File: src/rtl/bcd_pkg.sv
// Shared constants, FSM state type and code-check helper for the BCD scanner.
// Latency: n/a (declarations only).
// Backpressure: n/a.
package bcd_pkg;

  localparam logic [3:0] BCD_MAX = 4'd9;
  localparam logic [9:0] BLANK   = 10'h3FF;

  typedef enum logic {
    ST_IDLE = 1'b0,
    ST_SCAN = 1'b1
  } state_t;

  // True when a nibble is not a legal decimal digit.
  function automatic logic bad_code(input logic [3:0] code);
    return code > BCD_MAX;
  endfunction

endpackage

File: src/rtl/bcd_decimal_scanner_dec1.sv
// Single-digit decoder: 4-bit code to 10-bit active-low one-hot.
// Latency: combinational.
// Backpressure: none; illegal codes (>9) decode to all ones.
module bcd_dec1
  import bcd_pkg::*;
(
  input  logic [3:0] code,
  output logic [9:0] dec
);

  // Clear exactly one bit for a legal digit, leave everything high otherwise.
  always_comb begin
    dec = BLANK;
    if (!bad_code(code)) begin
      dec = ~(10'd1 << code);
    end
  end

endmodule

File: src/rtl/bcd_decimal_scanner.sv
// Multiplexed BCD display scanner with a one-word shadow buffer and frame-aligned commit.
// Latency: outputs registered one cycle behind the digit index; first frame starts the cycle after the first accept.
// Backpressure: in_ready is low while a word waits in the shadow register, until the next frame wrap.
module bcd_decimal_scanner
  import bcd_pkg::*;
#(
  parameter int DIGITS   = 4,
  parameter int SCAN_DIV = 1000,
  parameter int LZB      = 1
) (
  input  logic                clk,
  input  logic                rst_n,
  input  logic                in_valid,
  input  logic [4*DIGITS-1:0] in_bcd,
  output logic                in_ready,
  output logic [9:0]          dec_out,
  output logic [DIGITS-1:0]   dig_sel,
  output logic                err
);

  localparam int W  = 4 * DIGITS;
  localparam int PW = ($clog2(SCAN_DIV) > 1) ? $clog2(SCAN_DIV) : 1;
  localparam int IW = ($clog2(DIGITS) > 1) ? $clog2(DIGITS) : 1;
  localparam logic [PW-1:0] PRESC_LAST = PW'(SCAN_DIV - 1);
  localparam logic [IW-1:0] IDX_LAST   = IW'(DIGITS - 1);

  state_t              state;
  state_t              state_nxt;
  logic [W-1:0]        shadow;
  logic [W-1:0]        disp;
  logic                pending;
  logic [PW-1:0]       presc;
  logic [IW-1:0]       idx;
  logic                accept;
  logic                presc_tc;
  logic                wrap;
  logic                commit;
  logic                shadow_err;
  logic [3:0]          sel_code;
  logic                upper_zero;
  logic                blank;
  logic [9:0]          dec_sel;
  logic [9:0]          dec_out_nxt;
  logic [DIGITS-1:0]   dig_sel_nxt;

  assign in_ready = ~pending;
  assign accept   = in_valid & in_ready;
  assign presc_tc = (state == ST_SCAN) && (presc == PRESC_LAST);
  assign wrap     = presc_tc && (idx == IDX_LAST);
  // The first word goes straight to the display; later words only at a frame wrap.
  assign commit   = pending && ((state == ST_IDLE) || wrap);

  // Any illegal nibble in the word about to be committed raises err.
  always_comb begin
    shadow_err = 1'b0;
    for (int i = 0; i < DIGITS; i++) begin
      shadow_err = shadow_err | bad_code(shadow[4*i +: 4]);
    end
  end

  // State register.
  always_ff @(posedge clk or negedge rst_n) begin
    if (!rst_n) state <= ST_IDLE;
    else        state <= state_nxt;
  end

  // Next state: leave IDLE once a word is buffered; SCAN is only left by reset.
  always_comb begin
    state_nxt = state;
    if (state == ST_IDLE && pending) state_nxt = ST_SCAN;
  end

  // Shadow buffer, display register, error flag and scan counters.
  always_ff @(posedge clk or negedge rst_n) begin
    if (!rst_n) begin
      shadow  <= '0;
      disp    <= '0;
      pending <= 1'b0;
      err     <= 1'b0;
      presc   <= '0;
      idx     <= '0;
    end else begin
      if (accept) shadow <= in_bcd;
      // A same-edge accept keeps the new word pending; the commit takes the old shadow.
      if (accept)      pending <= 1'b1;
      else if (commit) pending <= 1'b0;
      if (commit) begin
        disp <= shadow;
        err  <= shadow_err;
      end
      if (state == ST_IDLE) begin
        presc <= '0;
        idx   <= '0;
      end else if (presc_tc) begin
        presc <= '0;
        idx   <= wrap ? '0 : idx + 1'b1;
      end else begin
        presc <= presc + 1'b1;
      end
    end
  end

  // Select the current digit and decide whether it is a blanked leading zero.
  always_comb begin
    sel_code   = 4'd0;
    upper_zero = 1'b1;
    for (int i = 0; i < DIGITS; i++) begin
      if (idx == IW'(i)) sel_code = disp[4*i +: 4];
      if (IW'(i) >= idx && disp[4*i +: 4] != 4'd0) upper_zero = 1'b0;
    end
    blank = (LZB != 0) && (idx != '0) && upper_zero;
  end

  bcd_dec1 u_dec1 (
    .code (sel_code),
    .dec  (dec_sel)
  );

  // Output decode: all ones in IDLE, otherwise one enabled digit and its value.
  always_comb begin
    dig_sel_nxt = '1;
    dec_out_nxt = BLANK;
    if (state == ST_SCAN) begin
      for (int i = 0; i < DIGITS; i++) begin
        dig_sel_nxt[i] = (idx != IW'(i));
      end
      dec_out_nxt = blank ? BLANK : dec_sel;
    end
  end

  // Register the display drive so select and value switch on the same edge.
  always_ff @(posedge clk or negedge rst_n) begin
    if (!rst_n) begin
      dig_sel <= '1;
      dec_out <= BLANK;
    end else begin
      dig_sel <= dig_sel_nxt;
      dec_out <= dec_out_nxt;
    end
  end

endmodule

File: config.mk
export PLATFORM = sky130hd
export DESIGN_NAME = bcd_decimal_scanner
export DESIGN_NICKNAME = d
export VERILOG_FILES = /design/src/rtl/bcd_pkg.sv /design/src/rtl/bcd_decimal_scanner_dec1.sv /design/src/rtl/bcd_decimal_scanner.sv
export SDC_FILE = /design/constraint.sdc
export NUM_CORES = 1
export LEC_CHECK = 0
export BUFFER_PORTS_ARGS = -buffer_cell sky130_fd_sc_hd__buf_2
export CORE_ASPECT_RATIO = 1.1
export CORE_MARGIN = 2
export CORE_UTILIZATION = 54
export CTS_BUF_LIST = sky130_fd_sc_hd__clkbuf_4 sky130_fd_sc_hd__clkbuf_8
export CTS_CLUSTER_SIZE = 40
export DETAILED_ROUTE_END_ITERATION = 6
export PLACE_DENSITY_LB_ADDON = 0.12
export SLEW_MARGIN = 30
export SYNTH_ARGS = -nofsm -noshare
export SYNTH_HDL_FRONTEND = slang
export SYNTH_SLANG_ARGS = --single-unit
File: constraint.sdc
create_clock -name clk -period 1.7 [get_ports clk]
set_input_delay 0.085 -clock clk [delete_from_list [all_inputs] [get_ports clk]]
set_output_delay 0.085 -clock clk [all_outputs]
set_load 0.1 [all_outputs]
* Yosys cells after proc, flatten, opt, wreduce, memory -nomap -nowiden
Index checks and enable logic that the tools add are counted.
** Storage, ports and cells
- Logic and storage cells :: 72
- Register bits after elaboration :: 61
- Bits of input ports :: 19
- Output and inout bits :: 16
** Operators by class
- Add/subtract/negate cells :: 2
- Multiplexer cells :: 19
- Equality and inequality tests :: 8
- Bitwise logic cells :: 7
- Reductions and logical operators :: 17
- Magnitude comparators :: 9
- Shift operators :: 1
** Operators by type and width (number)
- two-way mux 10 bit :: 5
- > comparator 4 bit (second input constant) :: 5
- two-way mux 4 bit :: 5
- nonzero test 4 bit :: 4
- adder 10 x 1 -> 10 bit (second input constant) :: 1
- equality test 10 bit (second input constant) :: 1
- inverter 10 bit :: 1
- left shift 1 x 4 -> 10 bit (first input constant) :: 1
- logical AND 1 bit :: 9
- two-way mux 1 bit :: 6
- two-way mux 2 bit :: 3
- equality test 2 bit (second input constant) :: 2
- >= comparator 1 x 2 -> 1 bit (first input constant) :: 2
- >= comparator 2 bit (first input constant) :: 2
- inequality test 2 x 1 -> 1 bit (second input constant) :: 2
- inequality test 2 bit (second input constant) :: 2
- nonzero test 2 bit :: 2
- OR 1 bit :: 3
- adder 2 x 1 -> 2 bit (second input constant) :: 1
- equality test 2 x 1 -> 1 bit (second input constant) :: 1
- zero test 2 bit :: 1
- inverter 1 bit :: 2
- bitwise AND 1 bit :: 1
- logical OR 1 bit :: 1

* Depth between registers and ports, before layout
- Depth in word-level cells :: 10
- Depth in mapped cells :: 7

* By module
From an unflattened synthesis, not the netlist that was laid out.
** Unflattened totals
- Cells, all modules :: 226
- Area total of the unflattened synthesis :: 2849.0 um^2
** By module, submodules not included
- bcd_decimal_scanner :: seq. area each 1544.0 um^2, area each 2747.6 um^2, cells each 216, instances 1
- bcd_dec1 :: seq. area each 0.0 um^2, area each 101.3 um^2, cells each 10, instances 1

* Worst setup path after synthesis
Ideal clock, no wire load.
- Kind :: reg-to-reg
- Start point :: register pending
- End point :: register err
- Required time :: 1575 ps
- Arrival time :: 2051 ps
- Period minus slack after synthesis :: 2176 ps
- Setup slack :: -476 ps
- Cell stages (with the launch flop) :: 6
- Cells stage by stage :: dfrtp_1 > inv_1 > nor2_1 > a41oi_4 > buf_6 > mux2_4
** On the way
- Word-level cells in the longest chain between the ends :: 1
** RTL lines
- from (decl) :: line bcd_decimal_scanner.sv:31 : logic pending;
- from (signal assigned) :: line bcd_decimal_scanner.sv:78 : pending <= 1'b0;
- from (signal assigned) :: line bcd_decimal_scanner.sv:85 : if (accept) pending <= 1'b1;
- from (signal assigned) :: line bcd_decimal_scanner.sv:86 : else if (commit) pending <= 1'b0;
- logical AND 1 bit :: line bcd_decimal_scanner.sv:51 : assign commit = pending && ((state == ST_IDLE) || wrap);
- to (signal assigned) :: line bcd_decimal_scanner.sv:89 : err <= shadow_err;
- to (decl) :: line bcd_decimal_scanner.sv:18 : output logic err
No other way between the ends.
A chain may end at the register's enable or synchronous reset.

* Worst setup path after layout
- Start point :: register idx[1]
- End point :: register dec_out[4]
** On the way
- Word-level cells in the longest chain between the ends :: 10
- Elaborated cells between the ends (all ways) :: 28
- Those cells by class :: 5 x order compare; 3 x eq/ne; 1 x shift; 11 x mux; 1 x bitwise; 7 x reduce/logical
** RTL lines
- from (decl) :: line bcd_decimal_scanner.sv:33 : logic [IW-1:0] idx;
- from (signal assigned) :: line bcd_decimal_scanner.sv:96 : idx <= wrap ? '0 : idx + 1'b1;
- parallel branches: the longest is 8 deep, another holds > comparator 4 bit
- two-way mux 10 bit * :: line bcd_decimal_scanner.sv:127 : dec_out_nxt = blank ? BLANK : dec_sel;
- two-way mux 10 bit * :: line bcd_decimal_scanner.sv:123 : if (state == ST_SCAN) begin
- net dec_out_nxt[4] :: line bcd_decimal_scanner.sv:43 : logic [9:0] dec_out_nxt;
- to (signal assigned) :: line bcd_decimal_scanner.sv:138 : dec_out <= dec_out_nxt;
- to (decl) :: line bcd_decimal_scanner.sv:16 : output logic [9:0] dec_out,
Mark *: on every way through the listed nets, which the timed path passes.

==> metrics <==
antenna violations before repair=0; area grow syn2layout=39.11%; Critical R2R Launch=idx[1]; status=finished with violations; min Tclk post-route=1769 ps; Nets=315; final setup violation count=27; number of flops mapped to enable cells by yosys=0; worst slack, placed=-139.3 ps; Die Ht=78.34 um; Largest delay share family, worst path=compound AO/OA/AOI/OAI gates; share of layout cells above drive strength 1=0.5525; vias in the first global route=1,902; post-route ant nets=0; share of power burned in registers=0.468; routed vias/inst=5.204; area leader, netlist=dfrtp_1; startpoint types=register; crit path capture type=register; RSZ-0062 raised after global routing=true; total gr overflow=0; Min-Delay Path Class=input port to async pin; critical path peak fanout=6; switching pwr=1.335 mW; first-pass GRT wire length=8887 um; syn avg cell area=12.98 um^2; peak supply drop=0.6254 mV; WL/cell=15.66 um; Fin. Hold Viols=0; Syn Nets=234; Least-Margin Pin Slew=494.8 ps; row cnt=27; Slew Viols, Final=0; max frequency=565.2 MHz; GRT Overall Usage=0.2106; post-synthesis sequential area ratio=0.5692; setup ws final=-69.26 ps; slowest stage delay, CP=440 ps; DR vias=1,837; Core ar.=4932 um^2; synthesized instance count=209; Max clock buf depth=2; worst path cell trace=inv_2 -> ha_4 -> buf_4 -> a211oi_4 -> a211oi_2 -> buf_4 -> a211oi_2 -> nand2_1; CP max-delay cell=dfrtp_1; Clock Power Share=0.276; Fillers=310; First-pass DRT Iterations=4; Core Util, Final=0.7651; clock slew at reported path FFs=60 ps; combinational share of power=0.255; Worst Path Buf+Inv=3; Root Buffer=clkbuf_8; crit path kind=register to register; top cells by area, synth=dfrtp_1, dfstp_2, mux2_2, mux2_4, ha_1; MaxCap Viol Count=0; ys flop type=dfrtp_1; failing checks=negative setup slack; Slew HR=0.6724; hpwl dp=3397 um; CP required=1950 ps; crit path from=idx[1]; Sw Share=0.3219; clk_skew=6.844 ps; Port Buffers=34; I/O pins=35; routability cong.=0.8383; Initial Util=0.5500; Yosys top cell area share=0.4336; Arr. time, crit path=2020 ps; Worst R2R Path Depth=8; H-tree Lvls=3; Critical R2R Capture=dec_out[4]; asr flop ratio synth=1.000; Die ar.=5607 um^2; final WL=5528 um; diode count=0; Pint=2.813 mW; CTS tree=yes; Synth Cell Area=2713 um^2; Leak Pwr=1.645 nW; Finished Cell Area=3774 um^2; Final Cycle Share=1.041; largest net degree at the start of global routing=62; synthesis-stage register bit count=61; 1st-iter DRT viols=99; setup slack, reg-to-reg=-70 ps; cts bufs inserted=9; clock sink count=61; Clock Latency Late Sink=340 ps; PwrDens=1099 nW/um^2; die width=71.58 um; Area after DPL=3108 um^2; Cell variety after synth=38; Synth Warn #=0; DRC Markers=0
==> registers in the layout (all words and copies together) (netlist names) <==
register	flops
state	1
shadow	16
err	1
disp	16
dec_out	10
dig_sel	4
idx	2
pending	1
presc	10
==> logic make-up (layout without fill, tap and decap cells) <==
kind of cell,after synthesis,in the layout,synth area share
and+or+nand+nor,66,66,0.1416
DFF,61,61,0.5692
muxes,34,34,0.1531
AOI/OAI and AO/OA,19,19,0.05489
buffers and inverters,14,100,0.02445
xor gates and xnor gates,9,9,0.02906
adders and majority gates,6,6,0.02767
==> metal layers <==
| layer | share of wire | wire, um | vias to the layer above | global-route usage |
|---|---|---|---|---|
| li1 | - | - | 890 | - |
| met5 | 0 | 0 | - | 0 |
| met2 | 0.52 | 2873 | 31 | 0.3417 |
| met3 | 0.034 | 186 | 11 | 0.06547 |
| met4 | 0.018 | 100 | 0 | 0.09245 |
| met1 | 0.43 | 2367 | 905 | 0.2577 |
==> synth_stat cells, types with 4 or more instances <==
library cell,n
inv_1,6
ha_1,6
dfstp_2,14
a211oi_1,9
nand3b_1,6
nor2_1,12
dfrtp_1,47
nor2b_1,9
nor3b_1,4
clkbuf_1,4
o21ai_0,4
xnor2_1,7
nand3_1,8
nand2_1,9
mux2_2,24
mux2_4,9
==> cell usage in the layout (no fill, tap or decap), drive strengths merged, types with 7 or more instances in the layout <==
cell type / count
buf: 60
nand2: 10
xnor2: 7
clkbuf: 12
a211oi: 9
nor2b: 9
dlygate4sd3: 18
dfrtp: 47
nand3: 8
mux2: 33
nor2: 12
dfstp: 14
==> worst reg2reg max path, delay by kind of cell, from the launching register on <==
kind | cells | cell delay (ps)
flops | 1 | 440
buf+inv | 3 | 390
simple gates | 1 | 100
fa+ha+maj | 1 | 200
compound gates | 3 | 560
==> worst max-delay path by stage <==
| stage | end | slack, ps | cells after the start |
|---|---|---|---|
| after floorplan | err | -130 | 5 |
| after global placement | dec_out[4] | -90 | 5 |
| after detailed placement | dec_out[7] | -140 | 5 |
| after CTS | dec_out[7] | 7 | 7 |
| after global routing | dec_out[8] | -160 | 8 |
| final | dec_out[4] | -70 | 8 |
==> power groups by stage <==
stage	Combinational, mW	Sequential, mW	Clock, mW
after global routing	1.16	1.98	1.24
after global placement	0.922	1.95	0
after detailed placement	0.941	1.96	0
final	1.06	1.94	1.15
after floorplan	0.448	2.15	0
after CTS	1.00	1.94	1.18
==> per-stage QoR <==
step | setup TNS [ps] | hold slack, ps | total power [mW] | std cells
after global routing | -2603 | 298.5 | 4.382 | 353
after floorplan | -1173 | -210.6 | 2.602 | 209
after CTS | 0 | 282.7 | 4.120 | 348
after global placement | -528.9 | 116.8 | 2.874 | 313
final | -814.6 | 272.8 | 4.148 | 353
after detailed placement | -1021 | 115.3 | 2.902 | 313
==> timing repair <==
action,in CTS,in global routing
pin swaps,1,10
buffers inserted,1,5
cloned,0,0
endpoints found under the setup margin,10,35
resized for setup,11,45
endpoints found under the hold margin,64,0
hold buffers,18,0
==> layout make-up <==
cell class	instances	area, um^2	share of cell area
flip-flops and latches	61	1546	0.4098
multi-input cells	134	1348	0.3571
repair buffers	78	596.8	0.1582
clock buffers	12	158.9	0.04211
well taps	58	72.57	0.01923
inverters	6	28.78	0.007626
clock inverters	4	22.52	0.005968
(Power assumes the default switching activity.)
